===== src/rtl/pwl_alu_sequencer.sv =====
// Frame scheduler for the shared PWL synth ALU: walks enabled channels once per
// frame issuing PHASE/SWEEP0/SWEEP1/OUT micro-ops, and arbitrates CPU state writes.
module pwl_alu_sequencer #(
    parameter  int unsigned NUM_CH       = 4,
    parameter  int unsigned FRAME_CYCLES = 128,
    localparam int unsigned CW           = (NUM_CH > 1) ? $clog2(NUM_CH) : 1,
    localparam int unsigned TW           = $clog2(FRAME_CYCLES)
) (
    input  logic                clk,
    input  logic                rst_n,
    input  logic                enable,
    input  logic [NUM_CH-1:0]   ch_enable,
    input  logic [4*NUM_CH-1:0] sweep_rate,
    output logic                alu_valid,
    output logic [CW-1:0]       alu_ch,
    output logic [1:0]          alu_op,
    input  logic                alu_ready,
    input  logic                cfg_req,
    output logic                cfg_grant,
    output logic                frame_start,
    output logic                busy,
    output logic                overrun,
    input  logic                overrun_clr
);

    typedef enum logic {
        S_IDLE,
        S_ISSUE
    } state_t;

    typedef enum logic [1:0] {
        OP_PHASE  = 2'd0,
        OP_SWEEP0 = 2'd1,
        OP_SWEEP1 = 2'd2,
        OP_OUT    = 2'd3
    } op_t;

    state_t            state_q, state_d;
    op_t               op_q, op_d;
    logic [CW-1:0]     ch_q, ch_d;
    logic [TW-1:0]     timer_q, timer_d;
    logic [15:0]       frame_cnt_q, frame_cnt_d;
    logic              pending_q, pending_d;
    logic              overrun_q, overrun_d;
    logic              frame_start_q, frame_start_d;
    logic [NUM_CH-1:0] mask_q, mask_d;
    logic [NUM_CH-1:0] due_q, due_d;
    logic [NUM_CH-1:0] due_new;

    logic              tick;
    logic              in_issue;
    logic              xfer;
    logic              last_xfer;
    logic              pend_ok;
    logic              start;
    logic [CW-1:0]     first_ch;
    logic [CW-1:0]     next_ch;
    logic              has_next;

    always_comb begin
        tick     = enable && (timer_q == '0);
        in_issue = (state_q == S_ISSUE);
        xfer     = in_issue && alu_ready;
        pend_ok  = pending_q && enable;
    end

    always_comb begin
        timer_d = '0;
        if (enable) begin
            timer_d = (timer_q == TW'(FRAME_CYCLES - 1)) ? '0 : timer_q + 1'b1;
        end
    end

    // Lowest enabled channel of the incoming mask, and the next channel above
    // the current one in the frame's latched mask.
    always_comb begin
        first_ch = '0;
        next_ch  = '0;
        has_next = 1'b0;
        for (int unsigned i = NUM_CH; i > 0; i--) begin
            if (ch_enable[i-1]) begin
                first_ch = CW'(i - 1);
            end
            if (mask_q[i-1] && (CW'(i - 1) > ch_q)) begin
                next_ch  = CW'(i - 1);
                has_next = 1'b1;
            end
        end
    end

    always_comb begin
        due_new = '0;
        for (int unsigned i = 0; i < NUM_CH; i++) begin
            due_new[i] = (sweep_rate[4*i +: 4] != 4'hF) &&
                         ((frame_cnt_q & ((16'd1 << sweep_rate[4*i +: 4]) - 16'd1)) == 16'd0);
        end
    end

    always_comb begin
        last_xfer = xfer && (op_q == OP_OUT) && !has_next;
        // A tick landing on the final transfer chains straight into the next frame.
        start     = (!in_issue && (tick || pend_ok)) || (last_xfer && (pend_ok || tick));
    end

    always_comb begin
        state_d       = state_q;
        op_d          = op_q;
        ch_d          = ch_q;
        frame_cnt_d   = frame_cnt_q;
        pending_d     = pending_q;
        overrun_d     = overrun_q;
        frame_start_d = 1'b0;
        mask_d        = mask_q;
        due_d         = due_q;

        if (start) begin
            mask_d        = ch_enable;
            due_d         = due_new;
            frame_cnt_d   = frame_cnt_q + 16'd1;
            frame_start_d = 1'b1;
            pending_d     = 1'b0;
            op_d          = OP_PHASE;
            if (ch_enable != '0) begin
                state_d = S_ISSUE;
                ch_d    = first_ch;
            end else begin
                state_d = S_IDLE;
                ch_d    = '0;
            end
        end else if (xfer) begin
            unique case (op_q)
                OP_PHASE:  op_d = due_q[ch_q] ? OP_SWEEP0 : OP_OUT;
                OP_SWEEP0: op_d = OP_SWEEP1;
                OP_SWEEP1: op_d = OP_OUT;
                OP_OUT: begin
                    op_d = OP_PHASE;
                    if (has_next) begin
                        ch_d = next_ch;
                    end else begin
                        ch_d    = '0;
                        state_d = S_IDLE;
                    end
                end
                default: op_d = OP_PHASE;
            endcase
        end

        if (tick && in_issue && !last_xfer) begin
            pending_d = 1'b1;
        end
        if (overrun_clr) begin
            overrun_d = 1'b0;
        end
        if (tick && in_issue) begin
            overrun_d = 1'b1;
        end
        if (!enable) begin
            pending_d = 1'b0;
        end
    end

    always_ff @(posedge clk) begin
        if (!rst_n) begin
            state_q       <= S_IDLE;
            op_q          <= OP_PHASE;
            ch_q          <= '0;
            timer_q       <= '0;
            frame_cnt_q   <= '0;
            pending_q     <= 1'b0;
            overrun_q     <= 1'b0;
            frame_start_q <= 1'b0;
            mask_q        <= '0;
            due_q         <= '0;
        end else begin
            state_q       <= state_d;
            op_q          <= op_d;
            ch_q          <= ch_d;
            timer_q       <= timer_d;
            frame_cnt_q   <= frame_cnt_d;
            pending_q     <= pending_d;
            overrun_q     <= overrun_d;
            frame_start_q <= frame_start_d;
            mask_q        <= mask_d;
            due_q         <= due_d;
        end
    end

    always_comb begin
        alu_valid   = (state_q == S_ISSUE);
        busy        = (state_q == S_ISSUE);
        alu_ch      = ch_q;
        alu_op      = op_q;
        frame_start = frame_start_q;
        overrun     = overrun_q;
        cfg_grant   = rst_n && cfg_req && (state_q == S_IDLE) && !tick && !pending_q;
    end

endmodule


===== config.mk =====
export PLATFORM = sky130hd
export DESIGN_NAME = pwl_alu_sequencer
export DESIGN_NICKNAME = d
export VERILOG_FILES = /design/src/rtl/pwl_alu_sequencer.sv
export SDC_FILE = /design/constraint.sdc
export NUM_CORES = 1
export LEC_CHECK = 0
export BUFFER_PORTS_ARGS = -buffer_cell sky130_fd_sc_hd__buf_2
export CAP_MARGIN = 20
export CORE_UTILIZATION = 25
export DETAILED_ROUTE_END_ITERATION = 16
export PLACE_DENSITY = 0.51
export SLEW_MARGIN = 25
export SYNTH_ARGS = -nofsm -noshare
export SYNTH_HDL_FRONTEND = slang
export SYNTH_SLANG_ARGS = --single-unit

===== constraint.sdc =====
create_clock -name clk -period 8.5 [get_ports clk]
set_input_delay 0.425 -clock clk [delete_from_list [all_inputs] [get_ports clk]]
set_output_delay 0.425 -clock clk [all_outputs]
set_load 0.005 [all_outputs]

==> summary.md, run 1 <==
| Metric | Value |
|---|---|
| Worst EP arrival | `3.12 ns` |
| Setup TNS | `0 ns` |
| Cell breakdown of the critical path | `buf_2 > or4b_2 > ha_1 > or4b_2 > a21oi_1 > o21ai_0 > and4b_1 > a32o_1` |
| CP Buf/Inv Count | `1` |
| Period utilization | `34.8%` |
| # fillers | `1308` |
| Met3 WL | `438 µm` |
| CTS tree | `done` |
| Hold Crit Class | `in -> reg` |
| Total design power | `0.000456 W` |
| Share of flip-flops with an asynchronous set or reset | `0%` |
| Most numerous cell in the Yosys netlist | `nand2_1` |
| Top post-synthesis cells by area | `dfxtp_1 (24%), o21ai_0 (5.5%), nand2_1 (5.5%)` |
| IO Pins | `35` |
| Post-synth cell types | `63` |
| Clk sinks | `37` |
| RR Startpoint | `alu_op[1]` |
| Top Metal Used | `met4` |
| CP max stage delay | `0.72 ns` |
| Slew HR | `45.2%` |
| Slew Limit Fails | `0` |
| Internal power | `0.000329 W` |
| Post-route worst setup slack | `5.55 ns` |
| Share of the yosys chip area belonging to registers | `24.0%` |
| Switching Share | `27.8%` |
| Placer Congestion | `0.814` |
| Lkg Pwr | `1.17 nW` |
| Vias in the first global route | `2951` |
| Via count of the routed design | `3204` |
| WL per Instance | `15.4 µm` |
| CTS root buf | `clkbuf_16` |
| H-tree levels | `2` |
| CTS clk-pin slew, worst paths | `0.06 ns` |
| Number of flops mapped to enable cells by yosys | `0` |
| CP Data Required Time | `8.67 ns` |
| Fraction of layout cells with a size suffix above 1 | `11.8%` |
| Clk_skew | `0.00875 ns` |
| RSZ-0062 raised after global routing | `no` |
| P per Cell Area | `132 nW/µm²` |
| CP Launch Type | `input port` |
| Syn_nets | `465` |
| Synthesized instance count | `429` |
| Initial antenna violation count | `0` |
| CP endpoint kind | `flop` |
| Clock network fraction of total power | `39.7%` |
| Remaining DRCs | `0` |
| Nets | `470` |
| Final hold vios | `0` |
| Cts repair resizes | `0` |
| Met2 Wirelength | `4.26 mm` |
| Top delay family on crit path | `simple AND/OR/NAND/NOR gates` |
| Die X | `113 µm` |
| R2r setup slk | `6.01 ns` |
| Crit-path most repeated cell | `or4b_2` |
| Clock latency on the worst-skew pair | `0.27 ns` |
| Die Height | `113 µm` |
| VDD IR max | `0.0662 mV` |
| Detail Placement HPWL | `6.25 mm` |
| Largest net degree at the start of global routing | `21` |
| Logic pwr share | `19.0%` |
| Post-Syn Area | `3090 µm²` |
| Port bufs | `34` |
| Total die area | `12800 µm²` |
| Vias per Instance | `5.51` |
| Global-route wire length before repair | `14.8 mm` |
| Area grow syn2layout | `11.6%` |
| Diodes inserted | `0` |
| Area of the core | `12000 µm²` |
| Sequential power share | `41.3%` |
| Syn avg cell area | `7.21 µm²` |
| Post-route minimum period | `2.95 ns` |
| Initial Utilization | `25.7%` |
| Final hold slack | `0.408 ns` |
| Total wire length | `8.95 mm` |
| Final-report setup violation count | `0` |
| Bufs on Longest Clock Path | `2` |
| Hold Crit Depth | `2` |
| YS warnings | `0` |
| Slowest CP cell | `or4b_2` |
| Number of CTS-inserted buffers | `5` |
| Worst hold endpoint | `mask_q[1]` |
| Worst Tran Pin Value | `0.822 ns` |
| Num rows | `40` |
| Critical Path Fanout Max | `17` |
| Drt pass-1 iters | `7` |
| Post-Place Setup Slack | `5.28 ns` |
| Net Sw Power | `0.000127 W` |
| Total GRT Usage | `14.2%` |
| Synth top cells by count | `nand2_1 (45), nor2_1 (39), dfxtp_1 (37)` |
| Multi-input combinational cell area | `2140 µm²` |
| Hold_sp | `ch_enable[1]` |
| Yosys reg bits | `37` |
| Post-CTS Hold Fix Bufs | `0` |
| Fmax | `339 MHz` |
| M1 WL | `4.05 mm` |
| Final antenna-violating net count | `0` |
| Worst reg2reg path endpoint | `frame_cnt_q[13]` |
| Initial DRC Count | `437` |
| Synth Flop Type | `dfxtp_1` |
| Post-CTS setup repair buffer count | `0` |
| Status | `completed` |
| Synth area leader | `dfxtp_1` |
| R2R depth | `6` |
| Reg area | `741 µm²` |
| Grt total ovfl | `0` |
| WS Path Type | `in -> reg` |
| MaxCap Viol Count | `0` |
| Share of the synthesized area in the top cell type | `24.0%` |
## power groups by stage
| stage | clock network [W] | registers (W) | logic, W |
|---|---|---|---|
| 6_report | 0.000181 | 0.000188 | 0.0000865 |
| 4_1_cts | 0.000186 | 0.000188 | 0.0000864 |
| 5_1_grt | 0.000193 | 0.000189 | 0.0000975 |
| 3_3_place_gp | 0 | 0.000192 | 0.0000841 |
| 3_5_place_dp | 0 | 0.000192 | 0.0000860 |
| 2_1_floorplan | 0 | 0.000188 | 0.0000642 |
## cell type report
cell class | count | area share, %
multi-input cells | 337 | 62.0
flip-flops and latches | 37 | 21.5
well taps | 147 | 5.33
clock buffers | 6 | 4.03
inverters | 19 | 2.07
repair buffers | 34 | 4.93
clock inverters | 1 | 0.218
## stage by stage
stage / std cells / area (µm²) / utilization [%]
after floorplan: 429 / 3090 / -
after global placement: 574 / 3300 / 27.5
after detailed placement: 574 / 3300 / 27.5
after CTS: 581 / 3450 / 28.7
after global routing: 581 / 3450 / 28.7
final: 581 / 3450 / 28.7
## cells by family (layout without fill, tap and decap cells)
kind of cell             Yosys count  count (layout)  synth area share [%]
adder cells (fa/ha/maj)           10              10                  4.05
flip-flops                        37              37                  24.0
AO/OA/AOI/OAI                    137             137                  30.1
AND/OR/NAND/NOR                  172             172                  29.3
XOR/XNOR                          14              14                  3.97
buffers and inverters             55              60                  6.92
multiplexers                       4               4                  1.74
## worst register-to-register path: cells and delay by family, from the launching register on
family	cells	cell delay, ns
fa+ha+maj	1	0.19
simple gates	3	1.00
flops	1	0.40
compound gates	2	0.81
## worst max-delay path by stage
stage | startpoint | end | slack [ns] | depth (start not counted)
final | sweep_rate[5] | due_q[1] | 5.55 | 8
after global routing | sweep_rate[5] | due_q[1] | 5.43 | 8
after CTS | sweep_rate[5] | due_q[1] | 5.58 | 8
after detailed placement | sweep_rate[5] | due_q[1] | 5.28 | 8
after global placement | sweep_rate[5] | due_q[1] | 5.33 | 8
after floorplan | sweep_rate[7] | due_q[1] | 5.41 | 9
## sequential cells by signal, indices dropped and copies added, names as in the netlist, 2 cells and up
signal       count
timer_q          7
alu_op           2
mask_q           3
due_q            4
alu_ch           2
frame_cnt_q     15
## layout by cell type (no fill, tap or decap), types with 3 or more instances in the layout
cell / count
o31ai_1: 5
ha_1: 10
a21oi_1: 33
a21boi_0: 4
and2_1: 4
inv_1: 19
o22ai_1: 4
nand2_1: 45
xnor2_1: 5
a221oi_1: 7
nand2b_1: 7
dfxtp_1: 37
o32ai_1: 4
or3_1: 10
nand3_1: 16
o21ai_0: 34
buf_2: 34
nor4b_1: 7
o311ai_0: 3
nor3b_1: 4
xor2_1: 9
nor3_1: 6
a22o_1: 4
and3_1: 5
nand4_1: 5
nor4_1: 3
or4_1: 4
nor2_1: 39
clkbuf_16: 5
o32a_1: 6
o21a_1: 5
nor2b_1: 5
o211ai_1: 5
and4_1: 3
## per-layer routing
metal | up-vias | GRT usage, %
li1 | 1599 | -
met1 | 1486 | 19.1
met2 | 96 | 23.4
met3 | 23 | 1.93
met4 | 0 | 4.74
met5 | - | 0
(Power assumes the default switching activity.)
==> inputs of run 2 (changes only) <==
==> constraint.sdc (replaced) <==
create_clock -name clk -period 2.9 [get_ports clk]
set_input_delay 0.145 -clock clk [delete_from_list [all_inputs] [get_ports clk]]
set_output_delay 0.145 -clock clk [all_outputs]
set_load 0.005 [all_outputs]
==> run 2 against run 1 <==
- flip-flop and latch count did not move
- cell area rose by 1.8%
- first-iteration DRC count down 16%
- critical endpoint unchanged
- critical path depth increased by 1
- worst setup slack got worse by 5.0 ns
- clock skew fell by 0.0019 ns
- die area stayed put
- total power increased to 2.9 times the previous value
- global-route usage grew 0.36 points
- clock-buffer cell count fell by 1
- largest power group unchanged
- clock power rose to 2.9 times the previous value
- largest cell class unchanged
==> summary.md, run 2 (synthesized netlist as in run 1, its figures left out) <==
| Metric | Value |
|---|---|
| Top delay family on crit path | `simple AND/OR/NAND/NOR gates` |
| CP Launch Type | `input port` |
| CP Data Required Time | `3.08 ns` |
| Diodes inserted | `0` |
| Detail Placement HPWL | `6.37 mm` |
| Total die area | `12800 µm²` |
| Cell breakdown of the critical path | `buf_2 > or4b_2 > ha_1 > buf_4 > or4_1 > a21boi_0 > o21ai_0 > and4b_1 > a32o_1` |
| Worst reg2reg path endpoint | `due_q[3]` |
| Hold_sp | `ch_enable[1]` |
| Status | `completed` |
| Met2 Resource Use GR | `23.7%` |
| Post-Layout Cell Count | `591` |
| Final-report setup violation count | `0` |
| Vias in the first global route | `3007` |
| Grt total ovfl | `0` |
| Total wire length | `9.15 mm` |
| Initial Utilization | `25.7%` |
| R2R depth | `5` |
| Post-CTS Hold Fix Bufs | `0` |
| Final hold slack | `0.135 ns` |
| Clock latency on the worst-skew pair | `0.28 ns` |
| Hold Crit Class | `in -> reg` |
| VDD IR max | `0.213 mV` |
| CTS root buf | `clkbuf_16` |
| Final instance area | `3510 µm²` |
| WS Path Type | `in -> reg` |
| Initial DRC Count | `369` |
| Fmax | `431 MHz` |
| Post-CTS setup repair buffer count | `0` |
| WL per Instance | `15.5 µm` |
| Setup TNS | `0 ns` |
| Initial antenna violation count | `0` |
| Clk sinks | `37` |
| Die X | `113 µm` |
| Inst Count DP | `583` |
| Largest register FFs | `15` |
| Final antenna-violating net count | `0` |
| Nets | `479` |
| CP startpoint | `sweep_rate[5]` |
| Total design power | `0.00134 W` |
| CTS tree | `done` |
| Fraction of layout cells with a size suffix above 1 | `13.7%` |
| Placer Congestion | `0.802` |
| Largest Register | `frame_cnt_q` |
| Post-route minimum period | `2.32 ns` |
| Area of the core | `12000 µm²` |
| Number of CTS-inserted buffers | `5` |
| Commonest non-fill, non-tap cells in the layout | `nand2_1 (45), nor2_1 (39), dfxtp_1 (37)` |
| Worst Tran Pin Value | `0.769 ns` |
| H-tree levels | `2` |
| Slew Limit Fails | `0` |
| CP endpoint kind | `flop` |
| # fillers | `1324` |
| Remaining DRCs | `0` |
| Drt pass-1 iters | `4` |
| Gr busiest metal | `met2` |
| CTS clk-pin slew, worst paths | `0.06 ns` |
| Most common cell after layout, fill and taps aside | `nand2_1` |
| Global-route wire length before repair | `15.3 mm` |
| CP max stage delay | `0.67 ns` |
| M1 GR Usage | `19.8%` |
| Slew HR | `48.7%` |
| Vias per Instance | `5.50` |
| Total GRT Usage | `14.5%` |
| IO Pins | `35` |
| Grt met3 use | `2.30%` |
| Period utilization | `80.1%` |
| Largest registers | `frame_cnt_q x15, timer_q x7, due_q x4` |
| Largest net degree at the start of global routing | `20` |
| Worst EP arrival | `2.50 ns` |
| Die Height | `113 µm` |
| Placed standard-cell area | `3370 µm²` |
| Clk_skew | `0.00686 ns` |
| RSZ-0062 raised after global routing | `no` |
| P per Cell Area | `381 nW/µm²` |
| Port bufs | `34` |
| R2r setup slk | `0.66 ns` |
| RR Startpoint | `timer_q[2]` |
| Bufs on Longest Clock Path | `2` |
| Final hold vios | `0` |
| CP Buf/Inv Count | `2` |
| CP endpoint | `due_q[1]` |
| Via count of the routed design | `3249` |
| Cts repair resizes | `0` |
| Lkg Pwr | `1.21 nW` |
| Slowest CP cell | `or4b_2` |
| CP Depth | `9` |
| Area grow syn2layout | `13.6%` |
| MaxCap Viol Count | `0` |
| Critical Path Fanout Max | `15` |
| Num rows | `40` |
==> run 2: cell types whose count changed in the layout (fill, tap and decap cells not counted), sizes merged <==
cell    delta
clkbuf     -1
clkinv     +2
buf        +9
==> run 2: worst register-to-register path: stages (launching register included) <==
cell and delay (ns):
dfxtp_1 0.35, nor4b_1 0.39, a32o_1 0.50, and3_1 0.45, o2111ai_1 0.18, o31ai_1 0.25
==> run 2: per-stage QoR <==
step / setup slack (ns) / utilization [%]
after floorplan: 0.0923 / -
after global placement: 0.317 / 28.1
after detailed placement: 0.295 / 28.1
after CTS: 0.587 / 29.3
after global routing: 0.478 / 29.3
final: 0.578 / 29.3
==> run 2: where the power goes <==
| part | switching (W) | internal [W] | leakage, nW | total, W |
|---|---|---|---|---|
| clock network | 0.000209 | 0.000315 | 0.0696 | 0.000523 |
| registers | 0.0000233 | 0.000529 | 0.301 | 0.000552 |
| logic | 0.000158 | 0.000106 | 0.843 | 0.000264 |
| total | 0.000390 | 0.000949 | 1.21 | 0.00134 |
==> run 2: final cells by class <==
class | count | area (µm²) | area share (%)
clock buffer | 5 | 125 | 3.56
clock inverter | 3 | 17.5 | 0.499
inverter | 19 | 71.3 | 2.03
multi-input combinational | 337 | 2140 | 60.8
sequential | 37 | 741 | 21.1
tap | 147 | 184 | 5.24
timing repair buffer | 43 | 238 | 6.77
==> run 2: worst min-delay path by stage <==
stage                            to  cells past startpoint  slack, ns
after floorplan           mask_q[1]                      1       0.27
after global placement    mask_q[1]                      2       0.41
after detailed placement  mask_q[2]                      2       0.42
after CTS                 mask_q[2]                      2       0.13
after global routing      mask_q[2]                      2       0.14
final                     mask_q[1]                      2       0.13
==> run 2: metal layers <==
metal  part of all wire [%]  wire length (µm)  up-vias
li1                       -                 -     1613
met1                     47              4260     1548
met2                     48              4360       79
met3                    4.8               442        9
met4                   0.98                90        0
met5                      0                 0        -
==> inputs of run 3 (changes only) <==
--- a/config.mk
+++ b/config.mk
@@ -9,7 +9,7 @@
 export CAP_MARGIN = 20
 export CORE_UTILIZATION = 25
 export DETAILED_ROUTE_END_ITERATION = 16
-export PLACE_DENSITY = 0.51
+export PLACE_DENSITY = 0.52
 export SLEW_MARGIN = 25
 export SYNTH_ARGS = -nofsm -noshare
 export SYNTH_HDL_FRONTEND = slang
==> constraint.sdc (replaced) <==
create_clock -name clk -period 2.1 [get_ports clk]
set_input_delay 0.105 -clock clk [delete_from_list [all_inputs] [get_ports clk]]
set_output_delay 0.105 -clock clk [all_outputs]
set_load 0.005 [all_outputs]
==> run 3 against run 2 <==
- worst setup slack got worse by 0.45 ns
- critical endpoint is now frame_cnt_q[14]
- hold slack worse by 0.062 ns
- first-iteration DRC count is 36% lower
- critical path type is now reg -> reg
- largest cell class unchanged
- sequential share of layout area down 2.0 points
- clock-buffer cell count stayed put
- combinational power up 61%
- register-to-register slack got worse by 0.53 ns
==> summary.md, run 3 (synthesized netlist as in run 1, its figures left out) <==
| Metric | Value |
|---|---|
| Largest register FFs | `15` |
| Met3 WL | `402 µm` |
| Vias per Instance | `5.32` |
| CP Buf/Inv Count | `1` |
| CP Launch Type | `flop` |
| CTS root buf | `clkbuf_16` |
| MaxCap Viol Count | `0` |
| Worst EP arrival | `2.19 ns` |
| Num rows | `40` |
| Post-route minimum period | `1.97 ns` |
| Vias in the first global route | `3079` |
| Post-CTS Hold Fix Bufs | `0` |
| Final hold vios | `0` |
| Initial Utilization | `25.7%` |
| Total die area | `12800 µm²` |
| Number of CTS-inserted buffers | `5` |
| CP Data Required Time | `2.32 ns` |
| Clk sinks | `37` |
| Logic pwr share | `19.7%` |
| Fmax | `508 MHz` |
| Net Sw Power | `0.000560 W` |
| Sequential power share | `35.1%` |
| Bufs on Longest Clock Path | `2` |
| Period utilization | `93.8%` |
| Slew HR | `67.0%` |
| Via count of the routed design | `3352` |
| Hold Crit Class | `in -> reg` |
| Die Height | `113 µm` |
| Die X | `113 µm` |
| Fraction of layout cells with a size suffix above 1 | `21.5%` |
| Area of the core | `12000 µm²` |
| Switching Share | `26.0%` |
| Remaining DRCs | `0` |
| Total GRT Usage | `14.9%` |
| Multi-input combinational cell area | `2170 µm²` |
| Reg area | `741 µm²` |
| Largest net degree at the start of global routing | `20` |
| Status | `completed` |
| Top Metal Used | `met4` |
| Grt total ovfl | `0` |
| Clock latency on the worst-skew pair | `0.29 ns` |
| Largest Register | `frame_cnt_q` |
| Area grow syn2layout | `25.7%` |
| Critical Path Fanout Max | `10` |
| Initial antenna violation count | `0` |
| CTS clk-pin slew, worst paths | `0.06 ns` |
| VDD IR max | `0.367 mV` |
| Lkg Pwr | `1.44 nW` |
| Setup TNS | `0 ns` |
| CP endpoint kind | `flop` |
| Cell breakdown of the critical path | `nor4b_1 > a32o_1 > buf_4 > nand3_4 > or4_1 > a21oi_1` |
| Clk_skew | `0.00692 ns` |
| WL per Instance | `14.9 µm` |
| M1 WL | `4.44 mm` |
| Diodes inserted | `0` |
| Placer Congestion | `0.884` |
| Initial DRC Count | `235` |
| Slowest CP cell | `or4_1` |
| Largest registers | `frame_cnt_q x15, timer_q x7, due_q x4` |
| WS Path Type | `reg -> reg` |
| Detail Placement HPWL | `6.87 mm` |
| CP max stage delay | `0.49 ns` |
| Nets | `518` |
| H-tree levels | `2` |
| # fillers | `1280` |
| Total wire length | `9.37 mm` |
| Internal power | `0.00160 W` |
| Met2 Wirelength | `4.36 mm` |
| Drt pass-1 iters | `5` |
| Util after Layout | `32.4%` |
| CTS tree | `done` |
| RSZ-0062 raised after global routing | `no` |
| Clock network fraction of total power | `45.2%` |
| P per Cell Area | `555 nW/µm²` |
| Slew Limit Fails | `0` |
| Commonest non-fill, non-tap cells in the layout | `buf_4 (46), nand2_1 (45), nor2_1 (39)` |
| Final-report setup violation count | `0` |
| Top delay family on crit path | `simple AND/OR/NAND/NOR gates` |
| Port bufs | `34` |
| Global-route wire length before repair | `15.4 mm` |
| IO Pins | `35` |
| Worst Tran Pin Value | `0.495 ns` |
| Most common cell after layout, fill and taps aside | `buf_4` |
| Final antenna-violating net count | `0` |
| Final hold slack | `0.0731 ns` |
## run 3: changes by cell type in the layout (fill, tap and decap cells not counted), moves of 2 or more
| cell | delta |
|---|---|
| a21oi_2 | +2 |
| buf_4 | +37 |
| or4b_2 | -2 |
| o21ai_1 | +2 |
| o21ai_0 | -2 |
| or4b_4 | +2 |
| a21oi_1 | -2 |
| bufinv_16 | +2 |
## run 3: area by class of cell
cell class / instances / share of cell area [%]
clock buffer: 5 / 3.22
clock inverter: 3 / 1.67
inverter: 19 / 1.83
multi-input combinational: 337 / 55.8
sequential: 37 / 19.1
tap: 147 / 4.73
timing repair buffer: 82 / 13.7
## run 3: power groups by stage
stage          Combinational (W)  Sequential [W]  Clock, W
2_1_floorplan           0.000273        0.000762         0
3_3_place_gp            0.000409        0.000772         0
3_5_place_dp            0.000415        0.000774         0
4_1_cts                 0.000417        0.000758  0.000995
5_1_grt                 0.000470        0.000762   0.00102
6_report                0.000424        0.000758  0.000975
## run 3: through the flow
stage | setup slack [ns] | total power (W) | area [µm²] | instances
floorplan | -0.142 | 0.00104 | 3170 | 429
global placement | 0.00235 | 0.00118 | 3670 | 620
detailed placement | -0.0209 | 0.00119 | 3670 | 620
CTS | 0.0320 | 0.00217 | 3860 | 628
global route | 0.00933 | 0.00225 | 3890 | 630
finish | 0.130 | 0.00216 | 3890 | 630
## run 3: repair_timing
action | in CTS | in global routing
gates resized for setup | 0 | 3
endpoints found under the setup margin | 0 | 13
buffers inserted | 0 | 1
## run 3: layer usage
layer,GRT usage (%),up-vias
li1,-,1690
met1,20.2,1561
met2,24.3,89
met3,2.09,12
met4,4.56,0
met5,0,-
## run 3: path summary, 6_finish.rpt
| kind | from | to | slack [ns] | cells after the start |
|---|---|---|---|---|
| max | timer_q[3] | frame_cnt_q[14] | 0.13 | 6 |
| min | ch_enable[2] | mask_q[2] | 0.07 | 2 |
| max reg2reg | timer_q[3] | frame_cnt_q[14] | 0.13 | 6 |
| min reg2reg | due_q[2] | due_q[2] | 0.45 | 2 |
## run 3: worst register-to-register path: cells and delay by family, from the launching register on
kind	cells	cell delay, ns
compound gates	2	0.37
flops	1	0.34
buf+inv	1	0.18
simple gates	3	1.01
